$ cat src/rtl/imem_loader_if.sv
// Byte-stream receive and instruction-memory write bundle for imem_loader.
// slave = loader side, master = byte source / memory / CPU side.
interface imem_loader_if #(
    parameter int DATA_WIDTH = 16,
    parameter int ADDR_WIDTH = 8
);
    logic                  rx_valid;
    logic [7:0]            rx_data;
    logic                  rx_ready;
    logic                  imem_we;
    logic [ADDR_WIDTH-1:0] imem_addr;
    logic [DATA_WIDTH-1:0] imem_wdata;
    logic                  cpu_hold;
    logic                  done;
    logic                  error;

    modport slave (
        input  rx_valid, rx_data,
        output rx_ready, imem_we, imem_addr, imem_wdata, cpu_hold, done, error
    );

    modport master (
        output rx_valid, rx_data,
        input  rx_ready, imem_we, imem_addr, imem_wdata, cpu_hold, done, error
    );
endinterface

$ cat src/rtl/imem_loader.sv
// Framed byte-stream loader for instruction memory; holds the CPU in reset until an image lands.
// Optional trailing checksum byte is compiled in with IMEM_LOADER_CSUM_EN.
module imem_loader #(
    parameter int DATA_WIDTH = 16,
    parameter int IMEM_DEPTH = 256,
    parameter int ADDR_WIDTH = $clog2(IMEM_DEPTH)
) (
    input  logic          clk,
    input  logic          reset,
    imem_loader_if.slave  bus
);

    localparam logic [7:0] SYNC  = 8'hA5;
    localparam logic [9:0] DEPTH = 10'(IMEM_DEPTH);

    typedef enum logic [2:0] {
        S_IDLE, S_COUNT, S_HI, S_LO, S_CSUM, S_DONE, S_ERR
    } state_e;

    state_e                state_q, state_d;
    logic [8:0]            cnt_q, cnt_d;
    logic [8:0]            idx_q, idx_d;
    logic [7:0]            hi_q, hi_d;
    logic                  we_q, we_d;
    logic [ADDR_WIDTH-1:0] addr_q, addr_d;
    logic [DATA_WIDTH-1:0] wdata_q, wdata_d;
    logic                  hold_q, hold_d;
    logic                  done_q, done_d;
    logic                  err_q, err_d;

    logic       fire;
    logic [8:0] cnt_rx;
    logic [8:0] idx_inc;

`ifdef IMEM_LOADER_CSUM_EN
    logic [7:0] sum_q, sum_d;
    logic [7:0] sum_nxt;
    assign sum_nxt = sum_q + bus.rx_data;
`endif

    // The only stall is the dead cycle while a write strobe is out.
    assign bus.rx_ready = ~we_q;
    assign fire         = bus.rx_valid & ~we_q;
    assign cnt_rx       = (bus.rx_data == 8'h00) ? 9'd256 : {1'b0, bus.rx_data};
    assign idx_inc      = idx_q + 9'd1;

    assign bus.imem_we    = we_q;
    assign bus.imem_addr  = addr_q;
    assign bus.imem_wdata = wdata_q;
    assign bus.cpu_hold   = hold_q;
    assign bus.done       = done_q;
    assign bus.error      = err_q;

    always_ff @(posedge clk or negedge reset) begin
        if (!reset) begin
            state_q <= S_IDLE;
            cnt_q   <= '0;
            idx_q   <= '0;
            hi_q    <= '0;
            we_q    <= 1'b0;
            addr_q  <= '0;
            wdata_q <= '0;
            hold_q  <= 1'b1;
            done_q  <= 1'b0;
            err_q   <= 1'b0;
`ifdef IMEM_LOADER_CSUM_EN
            sum_q   <= '0;
`endif
        end else begin
            state_q <= state_d;
            cnt_q   <= cnt_d;
            idx_q   <= idx_d;
            hi_q    <= hi_d;
            we_q    <= we_d;
            addr_q  <= addr_d;
            wdata_q <= wdata_d;
            hold_q  <= hold_d;
            done_q  <= done_d;
            err_q   <= err_d;
`ifdef IMEM_LOADER_CSUM_EN
            sum_q   <= sum_d;
`endif
        end
    end

    always_comb begin
        state_d = state_q;
        cnt_d   = cnt_q;
        idx_d   = idx_q;
        hi_d    = hi_q;
        we_d    = 1'b0;
        addr_d  = addr_q;
        wdata_d = wdata_q;
        hold_d  = hold_q;
        done_d  = done_q;
        err_d   = err_q;
`ifdef IMEM_LOADER_CSUM_EN
        sum_d   = sum_q;
`endif
        if (fire) begin
            case (state_q)
                // Outside a frame only the sync byte matters; it also re-arms the hold.
                S_IDLE, S_DONE, S_ERR: begin
                    if (bus.rx_data == SYNC) begin
                        state_d = S_COUNT;
                        hold_d  = 1'b1;
                        done_d  = 1'b0;
                        err_d   = 1'b0;
`ifdef IMEM_LOADER_CSUM_EN
                        sum_d   = '0;
`endif
                    end
                end
                S_COUNT: begin
                    cnt_d = cnt_rx;
                    if ({1'b0, cnt_rx} > DEPTH) begin
                        state_d = S_ERR;
                        err_d   = 1'b1;
                    end else begin
                        idx_d   = '0;
                        state_d = S_HI;
                    end
                end
                S_HI: begin
                    hi_d    = bus.rx_data;
                    state_d = S_LO;
`ifdef IMEM_LOADER_CSUM_EN
                    sum_d   = sum_nxt;
`endif
                end
                S_LO: begin
                    we_d    = 1'b1;
                    addr_d  = idx_q[ADDR_WIDTH-1:0];
                    wdata_d = {hi_q, bus.rx_data};
                    idx_d   = idx_inc;
`ifdef IMEM_LOADER_CSUM_EN
                    sum_d   = sum_nxt;
`endif
                    if (idx_inc == cnt_q) begin
`ifdef IMEM_LOADER_CSUM_EN
                        state_d = S_CSUM;
`else
                        // Release lands with the last strobe; the CPU leaves reset one edge later.
                        state_d = S_DONE;
                        done_d  = 1'b1;
                        hold_d  = 1'b0;
`endif
                    end else begin
                        state_d = S_HI;
                    end
                end
`ifdef IMEM_LOADER_CSUM_EN
                S_CSUM: begin
                    if (sum_nxt == 8'h00) begin
                        state_d = S_DONE;
                        done_d  = 1'b1;
                        hold_d  = 1'b0;
                    end else begin
                        state_d = S_ERR;
                        err_d   = 1'b1;
                    end
                end
`endif
                default: state_d = S_IDLE;
            endcase
        end
    end

endmodule
$ cat src/flat_wrapper.sv
// flat-port wrapper written by rule: the top's interface ports become plain ports
module imem_loader_flat 
#(
    parameter int DATA_WIDTH = 16,
    parameter int IMEM_DEPTH = 256,
    parameter int ADDR_WIDTH = $clog2(IMEM_DEPTH)
)
  (clk, reset, bus_rx_valid, bus_rx_data, bus_rx_ready, bus_imem_we, bus_imem_addr, bus_imem_wdata, bus_cpu_hold, bus_done, bus_error);
  imem_loader_if #(.DATA_WIDTH(DATA_WIDTH), .ADDR_WIDTH(ADDR_WIDTH)) bus_i ();
  input  logic clk;
  input  logic reset;
  input wire logic [$bits(bus_i.rx_valid)-1:0] bus_rx_valid;
  input wire logic [$bits(bus_i.rx_data)-1:0] bus_rx_data;
  output wire logic [$bits(bus_i.rx_ready)-1:0] bus_rx_ready;
  output wire logic [$bits(bus_i.imem_we)-1:0] bus_imem_we;
  output wire logic [$bits(bus_i.imem_addr)-1:0] bus_imem_addr;
  output wire logic [$bits(bus_i.imem_wdata)-1:0] bus_imem_wdata;
  output wire logic [$bits(bus_i.cpu_hold)-1:0] bus_cpu_hold;
  output wire logic [$bits(bus_i.done)-1:0] bus_done;
  output wire logic [$bits(bus_i.error)-1:0] bus_error;
  assign bus_i.rx_valid = bus_rx_valid;
  assign bus_i.rx_data = bus_rx_data;
  assign bus_rx_ready = bus_i.rx_ready;
  assign bus_imem_we = bus_i.imem_we;
  assign bus_imem_addr = bus_i.imem_addr;
  assign bus_imem_wdata = bus_i.imem_wdata;
  assign bus_cpu_hold = bus_i.cpu_hold;
  assign bus_done = bus_i.done;
  assign bus_error = bus_i.error;
  imem_loader #(.DATA_WIDTH(DATA_WIDTH), .IMEM_DEPTH(IMEM_DEPTH), .ADDR_WIDTH(ADDR_WIDTH)) u_core (.clk(clk), .reset(reset), .bus(bus_i));
endmodule
$ cat config.mk
export PLATFORM = sky130hd
export DESIGN_NAME = imem_loader_flat
export DESIGN_NICKNAME = d
export VERILOG_FILES = /design/src/rtl/imem_loader_if.sv /design/src/rtl/imem_loader.sv /design/src/flat_wrapper.sv
export SDC_FILE = /design/constraint.sdc
export NUM_CORES = 1
export LEC_CHECK = 0
export CORE_UTILIZATION = 35
export CTS_CLUSTER_SIZE = 40
export DETAILED_ROUTE_END_ITERATION = 6
export PLACE_DENSITY = 0.66
export SYNTH_ARGS = -nofsm -noshare
export SYNTH_HDL_FRONTEND = slang
export SYNTH_SLANG_ARGS = --single-unit
$ cat constraint.sdc
create_clock -name clk -period 2.82 [get_ports clk]
set_input_delay 0.564 -clock clk [delete_from_list [all_inputs] [get_ports clk]]
set_output_delay 0.564 -clock clk [all_outputs]
set_load 0.02 [all_outputs]
== Word-level counts from Yosys, hierarchy flattened ==
Index checks and enable logic that the tools add are counted.
Operators by class
  add/sub/neg operators: 1
  $lt $le $gt $ge: 1
  eq/ne operators: 11
  muxes and demuxes: 17
  bitwise gates (word level): 2
  reduce and logical (&&, ||, !) cells: 13
Operator list (number)
  2-to-1 mux 9 bit: 2
  one-hot mux 9 bit (2 select lines): 1
  one-hot mux 3 bit (4 select lines): 1
  adder 9 x 1 -> 9 bit (second input constant): 1
  == test 9 bit: 1
  > comparator 9 bit (second input constant): 1
  2-to-1 mux 3 bit: 3
  == test 8 bit (second input constant): 1
  zero test 8 bit: 1
  AND reduction 2 bit: 4
  AND reduction 4 bit: 2
  2-to-1 mux 1 bit: 7
  == test 3 x 2 -> 1 bit (second input constant): 2
  == test 3 bit (second input constant): 2
  inequality test 2 x 1 -> 1 bit (second input constant): 3
  one-hot mux 1 bit (2 select lines): 3
  nonzero test 2 bit: 3
  == test 3 x 1 -> 1 bit (second input constant): 1
  zero test 3 bit: 1
  AND reduction 3 bit: 1
  OR reduction 3 bit: 1
  inequality test 2 bit (second input constant): 1
  bitwise AND 1 bit: 1
  inverter 1 bit: 1
Storage, ports and cells
  register bits: 57
  output and inout port bits: 29
  logic and storage cells: 55

== Longest topological paths before layout ==
  depth in word-level cells: 5
  depth in mapped cells: 8
  mapped depth without buffers: 7

== Worst setup path after synthesis ==
OpenSTA, ideal clock, no wires.
  kind: register to register
  start point: reg u_core.idx_q[0]
  end point: reg u_core.hold_q (netlist: u_core.bus.cpu_hold)
  data arrival time: 2.203 ns
  data required time: 2.743 ns
  slack: 0.540 ns
  stages on the path, launching flop included: 9
  path through: dfrtp_1 > ha_1 > and3_1 > buf_4 > and3_4 > xnor2_1 > mux2_4 > or3_4 > a21bo_1
On the way
  cells in the longest elaborated chain, start to end: 4
RTL lines
  start, declared: line imem_loader.sv:22  | logic [8:0] idx_q, idx_d;
  start signal, assigned: line imem_loader.sv:72  | idx_q <= idx_d;
  adder 9 x 1 -> 9 bit: line imem_loader.sv:45  | assign idx_inc = idx_q + 9'd1;
  == test 9 bit: line imem_loader.sv:139  | if (idx_inc == cnt_q) begin
  inequality test 2 x 1 -> 1 bit (no source line)
  AND reduction 4 bit (no source line)
  end signal, assigned: line imem_loader.sv:77  | hold_q <= hold_d;
  end, declared: line imem_loader.sv:27  | logic hold_q, hold_d;
No other way between the ends.
A chain may end at the register's enable or synchronous reset.

== Worst setup path in the final report ==
Ends and elaborated chain as after synthesis.

==> results.py <==
metrics = {
    "drt": {
        "drc": 0,
        "drtIter0Drc": 131,
        "met3_length_microns": 280,
        "via_per_inst": 4.99,
        "finalWirelength_mm": 5.93,
        "post_drt_wl_per_cell_microns": 14.1,
        "vias": 2104,
        "antenna_left": 0,
        "dr.pass1.iters": 4,
        "wl_met2_mm": 2.79,
        "wl_met1_mm": 2.82,
        "highest_layer": "met4",
    },
    "setup_path": {
        "r2r_slack_ns": 0.36,
        "r2r_cells": 7,
        "cp_cell_sequence": "ha_1, and3_1, and3_4, xnor2_1, mux2_4, or3_4, a21bo_1",
        "crit_slowest_cell": "dfrtp_1",
        "crit_family": "simple AND/OR/NAND/NOR gates",
        "end_kind": "flop",
        "critPathLaunchType": "flop",
        "setup.worst_path.class": "flop to flop",
        "required_ns": 3.09,
        "max_stage_delay_ns": 0.45,
        "path_max_fanout": 6,
        "rr_startpoint": "u_core.idx_q[0]$_DFFE_PN0P_",
        "r2r-end": "u_core.bus.cpu_hold$_DFFE_PN1P_",
        "crit_arrival_ns": 2.73,
        "worst-path-buf-inv": 0,
    },
    "clock_network": {
        "insertion_delay_ns": 0.34,
        "htree_levels": 3,
        "cts.sinks": 57,
        "cts_buffer_depth": 2,
        "numCtsBuffers": 9,
        "cts_tree": "built",
        "post-cts-setup-buffers": 0,
        "cts_hold_buf": 0,
        "cts-root-buf": "clkbuf_8",
        "clk_pin_slew_ns": 0.06,
        "ctsResizeCount": 0,
    },
    "die": {
        "die_area_sq_mm": 0.00796,
        "rows": 31,
        "die_x_microns": 89.2,
        "ios": 40,
        "core_sq_mm": 0.00729,
        "start_util_pct": 36.5,
        "die_h_microns": 89.2,
    },
    "power_and_ir_drop": {
        "p_clk_share_pct": 21.4,
        "p_per_area_mw_per_mm2": 1030,
        "p_switching_mw": 1.28,
        "seqPwrFrac_pct": 39.1,
        "pwr-share-comb_pct": 39.5,
        "netSwitchingFraction_pct": 37.2,
        "p_int_mw": 2.16,
        "p_leak_nw": 1.54,
        "total_power_mw": 3.44,
        "ir_drop_uv": 473,
    },
    "yosys": {
        "synthMuxAreaShare_pct": 7.33,
        "yosys_warnings": 0,
        "synthAdderAreaFrac_pct": 0.470,
        "syn-num-nets": 287,
        "synth_compound_area_share_pct": 8.69,
        "ys_seq_elements": 57,
        "syn_inst": 275,
        "synth_top_family_by_area": "simple AND/OR/NAND/NOR gates",
        "synth_area_sq_mm": 0.00266,
        "async_flop_share_pct": 100,
        "synth_top_cell_area_share_pct": 52.6,
        "synth_area_leader_cell": "dfrtp_1",
        "synth.area.top_cells": "dfrtp_1 53%, nand2_1 12%, mux2_2 6.8%",
        "yosysSeqAreaShare_pct": 53.6,
        "synthSimpleGateAreaFrac_pct": 23.4,
        "synth_edf_count": 0,
        "ys.flop_type": "dfrtp_1",
        "synth_cell_types": 44,
        "avgSynthCellArea_sq_um": 9.69,
        "synth_xor_area_share_pct": 3.15,
    },
    "global_route": {
        "grt_pass1_vias": 2035,
        "grt_start_max_net_pins": 35,
        "overflow": 0,
        "grt_pass1_wl_mm": 10.1,
        "grtUsageTotal_pct": 17.2,
        "grt_antenna_before_repair": 0,
    },
    "timing": {
        "finalHoldViolations": 0,
        "setup_tns_ns": 0,
        "finalSetupViolations": 0,
        "rsz0062_at_grt": "false",
        "worst_slew_pin_slew_ns": 0.788,
        "layout_worst_path_cycle_share_pct": 87.2,
        "fin_skew_ns": 0.00878,
        "relSlewSlack_pct": 47.5,
        "max_freq_mhz": 407,
        "fin_crit_ns": 2.46,
        "slew_viol_final": 0,
    },
    "cells_and_area": {
        "nFillCells": 729,
        "fin_util_pct": 45.9,
        "diodes": 0,
        "nets": 330,
        "stdcell_count": 422,
        "ff_latch_area_sq_mm": 0.00143,
        "drive_gt1_share_pct": 14.6,
        "multi_input_area_sq_mm": 0.00115,
        "area_growth_pct": 25.7,
    },
    "place": {
        "dp_hpwl_mm": 4.06,
        "place_inst": 406,
        "gp_congestion": 0.798,
        "portBuffers": 39,
    },
    "worst_hold_path": {
        "hold_path.class": "input pin to asynchronous set/reset pin",
    },
    "outcome": {
        "status": "completed",
    },
    "flow_run": {
        "drv_cap": 0,
    },
}
stage by stage:
step / instance area [sq um] / worst slack (ns) / hold WS [ns]
after floorplan: 2660 / 0.540 / 0.268
after global placement: 3160 / 0.282 / 0.449
after detailed placement: 3160 / 0.253 / 0.454
after CTS: 3350 / 0.381 / 0.317
after global routing: 3350 / 0.248 / 0.354
final: 3350 / 0.361 / 0.307
area by class of cell:
cell class                 instances  share of cell area [%]
clock inverter                     5                    1.68
timing repair buffer              47                    13.3
multi-input combinational        198                    34.2
tap                               99                    3.70
inverter                           5                   0.560
clock buffer                      11                    3.92
sequential                        57                    42.6
layout by cell type, fill, tap and decap left out, types with 2 or more instances in the layout:
| cell | instances |
|---|---|
| a211oi_1 | 2 |
| nand2_1 | 86 |
| xor2_1 | 2 |
| nor2_1 | 9 |
| nor2b_1 | 2 |
| clkdlybuf4s50_1 | 38 |
| o21ai_0 | 16 |
| nand4b_1 | 2 |
| nor3_1 | 2 |
| nand4_1 | 4 |
| clkinv_2 | 2 |
| inv_1 | 5 |
| a21oi_1 | 4 |
| clkbuf_8 | 9 |
| a31oi_1 | 4 |
| nor4_1 | 4 |
| dfrtp_1 | 56 |
| nand2b_1 | 5 |
| buf_4 | 8 |
| clkbuf_1 | 2 |
| nand3_1 | 7 |
| mux2_2 | 16 |
| xnor2_1 | 5 |
| a21o_1 | 2 |
| or3_1 | 2 |
| and3_1 | 4 |
per-layer routing:
layer  GRT usage, %  vias to the layer above
li1               -                     1027
met1           22.2                     1024
met2           27.0                       49
met3           6.19                        4
met4           5.34                        0
met5              0                        -
cells in the mapped netlist (4+ instances only):
cell and count:
a21oi_1 4, a31oi_1 4, and3_1 4, buf_4 4
clkbuf_1 11, dfrtp_1 56, inv_1 5, mux2_2 16
nand2_1 86, nand2b_1 5, nand3_1 7, nand4_1 4
nor2_1 9, nor4_1 4, o21ai_0 16, xnor2_1 5
state kept, by name (all words and copies together), names as in the netlist:
register	count
u_core.hi_q	8
u_core.bus.cpu_hold	1
u_core.bus.done	1
u_core.cnt_q	9
u_core.idx_q	9
u_core.state_q	3
u_core.bus.imem_addr	8
u_core.bus.imem_wdata	16
u_core.bus.imem_we	1
u_core.bus.error	1
kinds of logic (layout without fill, tap and decap cells):
family / after synthesis / count (layout)
DFF: 57 / 57
xor gates and xnor gates: 8 / 8
AOI/OAI and AO/OA: 37 / 37
muxes: 17 / 17
buffers and inverters: 20 / 68
adders and majority gates: 1 / 1
and+or+nand+nor: 135 / 135
how the worst max path moves through the flow:
stage,start,end,slack [ns],depth (start not counted)
floorplan,u_core.idx_q[0]$_DFFE_PN0P_,u_core.bus.cpu_hold$_DFFE_PN1P_,0.54,8
global placement,bus_rx_valid,u_core.cnt_q[4]$_DFFE_PN0P_,0.28,6
detailed placement,bus_rx_valid,u_core.cnt_q[5]$_DFFE_PN0P_,0.25,6
CTS,u_core.idx_q[0]$_DFFE_PN0P_,u_core.bus.cpu_hold$_DFFE_PN1P_,0.38,7
global route,u_core.idx_q[0]$_DFFE_PN0P_,u_core.bus.cpu_hold$_DFFE_PN1P_,0.25,7
finish,u_core.idx_q[0]$_DFFE_PN0P_,u_core.bus.cpu_hold$_DFFE_PN1P_,0.36,7
power by group through the flow:
stage                     Sequential (mW)  Combinational (mW)  Clock [mW]
after CTS                            1.34                1.37       0.766
after global placement               1.34                1.35           0
after floorplan                      1.44               0.748           0
after detailed placement             1.35                1.37           0
after global routing                 1.38                1.51       0.798
final                                1.34                1.36       0.736
(Power assumes the default switching activity.)
